`src/rtl/mmio_axi4_rd_splitter.sv`:
```
// Splits AXI4 read bursts from the core MMIO port into single-beat reads for
// len=0-only peripherals; one burst in flight, one downstream beat outstanding.
module mmio_axi4_rd_splitter #(
    parameter int ADDR_W = 32,
    parameter int DATA_W = 64,
    parameter int ID_W   = 4
) (
    input  logic              clock,
    input  logic              reset,
    // upstream read address
    input  logic              s_ar_valid,
    output logic              s_ar_ready,
    input  logic [ID_W-1:0]   s_ar_id,
    input  logic [ADDR_W-1:0] s_ar_addr,
    input  logic [7:0]        s_ar_len,
    input  logic [2:0]        s_ar_size,
    input  logic [1:0]        s_ar_burst,
    // upstream read data
    output logic              s_r_valid,
    input  logic              s_r_ready,
    output logic [ID_W-1:0]   s_r_id,
    output logic [DATA_W-1:0] s_r_data,
    output logic [1:0]        s_r_resp,
    output logic              s_r_last,
    // downstream single-beat read address
    output logic              m_ar_valid,
    input  logic              m_ar_ready,
    output logic [ADDR_W-1:0] m_ar_addr,
    // downstream read data
    input  logic              m_r_valid,
    output logic              m_r_ready,
    input  logic [DATA_W-1:0] m_r_data,
    input  logic [1:0]        m_r_resp
);

    localparam int MAX_SIZE = $clog2(DATA_W / 8);

    typedef enum logic [1:0] {
        ST_IDLE,
        ST_ISSUE,
        ST_WAIT
    } state_t;

    typedef enum logic [1:0] {
        MD_FIXED,
        MD_INCR,
        MD_WRAP
    } mode_t;

    state_t            r_state;
    state_t            w_state_next;
    mode_t             r_mode;
    mode_t             w_mode_in;
    logic [ID_W-1:0]   r_id;
    logic [7:0]        r_len;
    logic [7:0]        r_beat_cnt;
    logic [ADDR_W-1:0] r_cur_addr;
    logic [ADDR_W-1:0] r_base;
    logic [ADDR_W-1:0] r_mask;
    logic [ADDR_W-1:0] r_bytes;

    logic [2:0]        w_size_eff;
    logic [ADDR_W-1:0] w_bytes_in;
    logic [ADDR_W-1:0] w_mask_in;
    logic [ADDR_W-1:0] w_next_addr;
    logic              w_wrap_ok;
    logic              w_accept;
    logic              w_beat_done;
    logic              w_last;

    // Beat size never exceeds the bus width; the wrap container mask is
    // (len+1)*bytes-1 and is only honoured for 2/4/8/16-beat bursts.
    assign w_size_eff = (s_ar_size > 3'(MAX_SIZE)) ? 3'(MAX_SIZE) : s_ar_size;
    assign w_bytes_in = ADDR_W'(1) << w_size_eff;
    assign w_mask_in  = ((ADDR_W'(s_ar_len) + ADDR_W'(1)) << w_size_eff) - ADDR_W'(1);
    assign w_wrap_ok  = (s_ar_len == 8'd1) || (s_ar_len == 8'd3) ||
                        (s_ar_len == 8'd7) || (s_ar_len == 8'd15);
    assign w_last     = (r_beat_cnt == r_len);

    always_comb begin
        case (s_ar_burst)
            2'b00:   w_mode_in = MD_FIXED;
            2'b10:   w_mode_in = w_wrap_ok ? MD_WRAP : MD_INCR;
            default: w_mode_in = MD_INCR;
        endcase
    end

    always_comb begin
        case (r_mode)
            MD_FIXED: w_next_addr = r_cur_addr;
            MD_WRAP:  w_next_addr = r_base | ((r_cur_addr + r_bytes) & r_mask);
            default:  w_next_addr = r_cur_addr + r_bytes;
        endcase
    end

    always_comb begin
        // NOTE: every output and next-state signal gets a default first, so no
        // branch can leave one unassigned and infer a latch.
        w_state_next = r_state;
        w_accept     = 1'b0;
        w_beat_done  = 1'b0;
        s_ar_ready   = 1'b0;
        m_ar_valid   = 1'b0;
        m_ar_addr    = '0;
        s_r_valid    = 1'b0;
        m_r_ready    = 1'b0;
        s_r_id       = '0;
        s_r_data     = '0;
        s_r_resp     = '0;
        s_r_last     = 1'b0;
        // Outputs are forced quiet for the whole time reset is held, including
        // the cycle before the synchronous reset takes effect.
        if (!reset) begin
            case (r_state)
                ST_IDLE: begin
                    s_ar_ready = 1'b1;
                    if (s_ar_valid) begin
                        w_accept     = 1'b1;
                        w_state_next = ST_ISSUE;
                    end
                end
                ST_ISSUE: begin
                    m_ar_valid = 1'b1;
                    m_ar_addr  = r_cur_addr;
                    if (m_ar_ready) begin
                        w_state_next = ST_WAIT;
                    end
                end
                ST_WAIT: begin
                    s_r_valid = m_r_valid;
                    m_r_ready = s_r_ready;
                    s_r_data  = m_r_data;
                    s_r_resp  = m_r_resp;
                    s_r_id    = r_id;
                    s_r_last  = w_last;
                    if (m_r_valid && s_r_ready) begin
                        w_beat_done  = 1'b1;
                        w_state_next = w_last ? ST_IDLE : ST_ISSUE;
                    end
                end
                default: w_state_next = ST_IDLE;
            endcase
        end
    end

    always_ff @(posedge clock) begin
        if (reset) begin
            r_state    <= ST_IDLE;
            r_mode     <= MD_FIXED;
            r_id       <= '0;
            r_len      <= '0;
            r_beat_cnt <= '0;
            r_cur_addr <= '0;
            r_base     <= '0;
            r_mask     <= '0;
            r_bytes    <= '0;
        end else begin
            r_state <= w_state_next;
            if (w_accept) begin
                r_id       <= s_ar_id;
                r_len      <= s_ar_len;
                r_beat_cnt <= '0;
                r_cur_addr <= s_ar_addr;
                r_base     <= s_ar_addr & ~w_mask_in;
                r_mask     <= w_mask_in;
                r_bytes    <= w_bytes_in;
                r_mode     <= w_mode_in;
            end else if (w_beat_done && !w_last) begin
                r_beat_cnt <= r_beat_cnt + 8'd1;
                r_cur_addr <= w_next_addr;
            end
        end
    end

endmodule

```
`config.mk`:
```
export PLATFORM = sky130hd
export DESIGN_NAME = mmio_axi4_rd_splitter
export DESIGN_NICKNAME = d
export VERILOG_FILES = /design/src/rtl/mmio_axi4_rd_splitter.sv
export SDC_FILE = /design/constraint.sdc
export NUM_CORES = 1
export LEC_CHECK = 0
export CORE_UTILIZATION = 48
export CTS_CLUSTER_DIAMETER = 150
export DETAILED_ROUTE_END_ITERATION = 16
export PLACE_DENSITY = 0.93
export SLEW_MARGIN = 20
export SYNTH_ARGS = -nofsm -noshare
export SYNTH_HDL_FRONTEND = slang
export SYNTH_SLANG_ARGS = --single-unit
```
`constraint.sdc`:
```
create_clock -name clock -period 3.2 [get_ports clock]
set_input_delay 0.64 -clock clock [delete_from_list [all_inputs] [get_ports clock]]
set_output_delay 0.64 -clock clock [all_outputs]
set_load 0.03 [all_outputs]
```
==> summary.txt <==
Layout
  • # diodes: 0
  • Area occupied by multi-input gates: 4850 sq um
  • Post-Layout Inst Area: 11,100 sq um
  • Share of layout cells above drive strength 1: 0.169
  • Register area: 2540 sq um
  • Area Growth Syn to Fin: 45.1%
  • # fillers: 1,137
  • Number of nets in the layout: 1,364

Setup path
  • Reg-to-reg endpoint: r_cur_addr[12]
  • Reg2reg setup slack: 320 ps
  • RR Startpoint: r_cur_addr[0]
  • Critical Path RT: 3570 ps
  • Nature of the critical path endpoint: flop
  • Critical path startpoint category: input port
  • Setup CP Type: in -> reg
  • Worst Reg-to-Reg Cells: 10
  • CP arrival: 3380 ps
  • Worst-path fanout max: 8

STA
  • Final slew viol count: 0
  • Final setup vio count: 0
  • Final hold violation count: 0
  • Worst Max-Slew Pin Slew: 834 ps
  • Max_slew headroom: 0.443
  • Clock Skew: 6.02 ps
  • Final setup TNS: 0 ps
  • Tcrit/Tclk final: 0.939
  • Top achievable clock speed: 333 MHz
  • Crit path time final: 3000 ps

Min path
  • Hold Path Stages: 1
  • Hold Crit Start: r_mask[25]
  • Min-Delay Path Class: reg -> reg
  • Hold endpoint: r_mask[25]

Global routing
  • Largest net degree at the start of global routing: 67
  • Antenna violations before repair: 0
  • First-pass GRT wire length: 42.6 mm
  • Overflow after GRT: 0
  • Gr usage total: 0.332
  • Vias in the first global route: 8,170

Logic synthesis
  • Number of synthesized flops with an enable pin: 0
  • Post-synth top flop: dfxtp_1
  • Synth cell types: 76
  • Average size of a mapped cell: 7.91 sq um
  • Synthesized instance count: 970
  • Post-synthesis sequential area ratio: 0.331
  • Asr flop ratio synth: 0
  • Mapped Nets: 1,107
  • Synthesized area: 7680 sq um
  • #FFs+latches synth: 127
  • Yosys Warn Count: 0

Power and ir drop
  • Psw: 1270 uW
  • PD cells: 415 nW/um^2
  • VDD IR max: 0.422 mV
  • Flop pwr share: 0.385
  • Comb pwr share: 0.186
  • Internal power: 3350 uW
  • Clock network power share: 0.429
  • Net Sw Frac: 0.275
  • LEAKAGE: 0.00459 uW

Route
  • Post-detailed-route count of antenna-violating nets: 0
  • Vias per cell: 5.94
  • DR iter-0 viols: 1,138
  • Drt wl/cell: 18.9 um
  • DRC violations left: 0
  • Total number of vias: 8,616
  • Routed WL: 27.4 mm
  • DRT Pass-1 Iters: 5

Placement
  • I/O Buffers: 227
  • Cell area after placement: 10,500 sq um
  • Final Wtd Congestion: 0.968
  • Detailed Place HPWL: 19.7 mm

CTS
  • Root buf cell: clkbuf_16
  • Post-CTS Setup Inserts: 0
  • Clock sinks: 127
  • Worst-path clk slew: 60 ps
  • Clk Latency, worst-skew pair: 430 ps
  • H-Tree Depth: 4
  • CTS max path bufs: 2
  • CTS tree: done
  • CTS buffer count: 17

Outcome
  • Status: finished clean

Floorplanning
  • Total die area: 16,500 sq um
  • Die Ht: 128 um
  • Die width: 128 um
  • Row count: 45
  • Ports: 228
  • Initial Util: 0.498
  • Core area: 15,400 sq um

Job
  • Max_cap viols: 0
## power groups by stage
| stage | Sequential (uW) | Clock, uW | Combinational [uW] |
|---|---|---|---|
| 2_1_floorplan | 1770 | 0 | 455 |
| 3_3_place_gp | 1800 | 0 | 812 |
| 3_5_place_dp | 1800 | 0 | 828 |
| 4_1_cts | 1770 | 1980 | 840 |
| 5_1_grt | 1790 | 2050 | 920 |
| 6_report | 1780 | 1980 | 861 |
## flip-flops by register name, summed over array words and instances (netlist names), 4 cells and up
name	count
r_cur_addr	32
r_base	32
r_id	4
r_mask	31
r_bytes	8
r_len	8
r_beat_cnt	8
## Yosys cell counts, types with 6 or more instances
cell      number  share of area
dfxtp_1      127           0.33
and2_1       113          0.092
nand2_1       79          0.039
nor2_1        74          0.036
o21ai_0       64          0.042
a21oi_1       60          0.039
clkbuf_1      49          0.024
nand3_1       28          0.018
nand3b_1      28          0.027
nor3_1        21          0.014
o211ai_1      21          0.021
and3_1        19          0.015
xnor2_1       19          0.022
a32o_1        18          0.023
a21o_1        17          0.017
a211oi_1      15          0.015
ha_1          15          0.024
nand4_1       12         0.0098
inv_1         11         0.0054
xor2_1        11          0.013
buf_1         10         0.0049
buf_2         10         0.0065
a22oi_1        9         0.0088
nand2b_1       9         0.0073
o22ai_1        9         0.0073
mux2i_1        8          0.010
nor4_1         7         0.0057
a311oi_1       6         0.0068
and4_1         6         0.0068
## how the worst max path moves through the flow
stage | end | slack, ps | startpoint | depth (start not counted)
floorplan | r_base[6] | 240 | reset | 8
global placement | r_base[20] | -290 | s_ar_len[0] | 12
detailed placement | r_mask[24] | -340 | s_ar_len[0] | 13
CTS | r_mask[24] | 90 | s_ar_len[0] | 13
global route | r_mask[8] | -30 | s_ar_len[1] | 14
finish | r_mask[27] | 200 | s_ar_len[1] | 12
## routing by layer
metal / global-route usage / part of all wire / up-vias
li1: - / - / 4033
met1: 0.445 / 0.42 / 4016
met2: 0.524 / 0.46 / 492
met3: 0.0574 / 0.088 / 75
met4: 0.147 / 0.028 / 0
met5: 0 / 0 / -
## critical path, stage by stage
cell and delay, ps:
clkdlybuf4s50_1 420, buf_4 160, ha_1 200, and3_1 210, xnor2_1 180, nor2_1 100, or3_4 380, nor4b_4 340
buf_4 180, and4_1 260, buf_4 190, a21o_1 100
## cells by family after synthesis
logic type	synth area share
buffers and inverters	0.0456
other	0.000489
AO/OA/AOI/OAI	0.236
AND/OR/NAND/NOR	0.309
flip-flops	0.331
adder cells (fa/ha/maj)	0.0271
XOR/XNOR	0.0342
multiplexers	0.0163
## cell type report
cell class | instances | area share
inverter | 11 | 0.00371
tap | 211 | 0.0237
timing repair buffer | 311 | 0.255
clock inverter | 14 | 0.0149
sequential | 127 | 0.228
clock buffer | 18 | 0.0394
multi-input combinational | 759 | 0.435
## placed cells by master (no fill, tap or decap), types with 19 or more instances in the layout
cell / count
o21ai_0: 64
dfxtp_1: 127
nand3_1: 28
nand3b_1: 28
and3_1: 19
nand2_1: 78
nor3_1: 20
clkdlybuf4s50_1: 164
a21oi_1: 59
nor2_1: 73
o211ai_1: 21
buf_4: 138
xnor2_1: 19
and2_1: 112
## stage by stage
step | cells | setup WS (ps) | hold WS [ps] | utilization | total power (uW)
floorplan | 970 | 239 | 420 | - | 2220
global placement | 1419 | -285 | 427 | 0.680 | 2610
detailed placement | 1419 | -345 | 434 | 0.680 | 2630
CTS | 1451 | 87.9 | 447 | 0.719 | 4590
global route | 1451 | -26.7 | 475 | 0.722 | 4760
finish | 1451 | 196 | 451 | 0.722 | 4620
## timing repair
item,in CTS,in global routing
hold buffers,0,0
setup endpoints to repair,0,23
resized for setup,0,9
No activity file was read; power rests on OpenSTA's default activity.
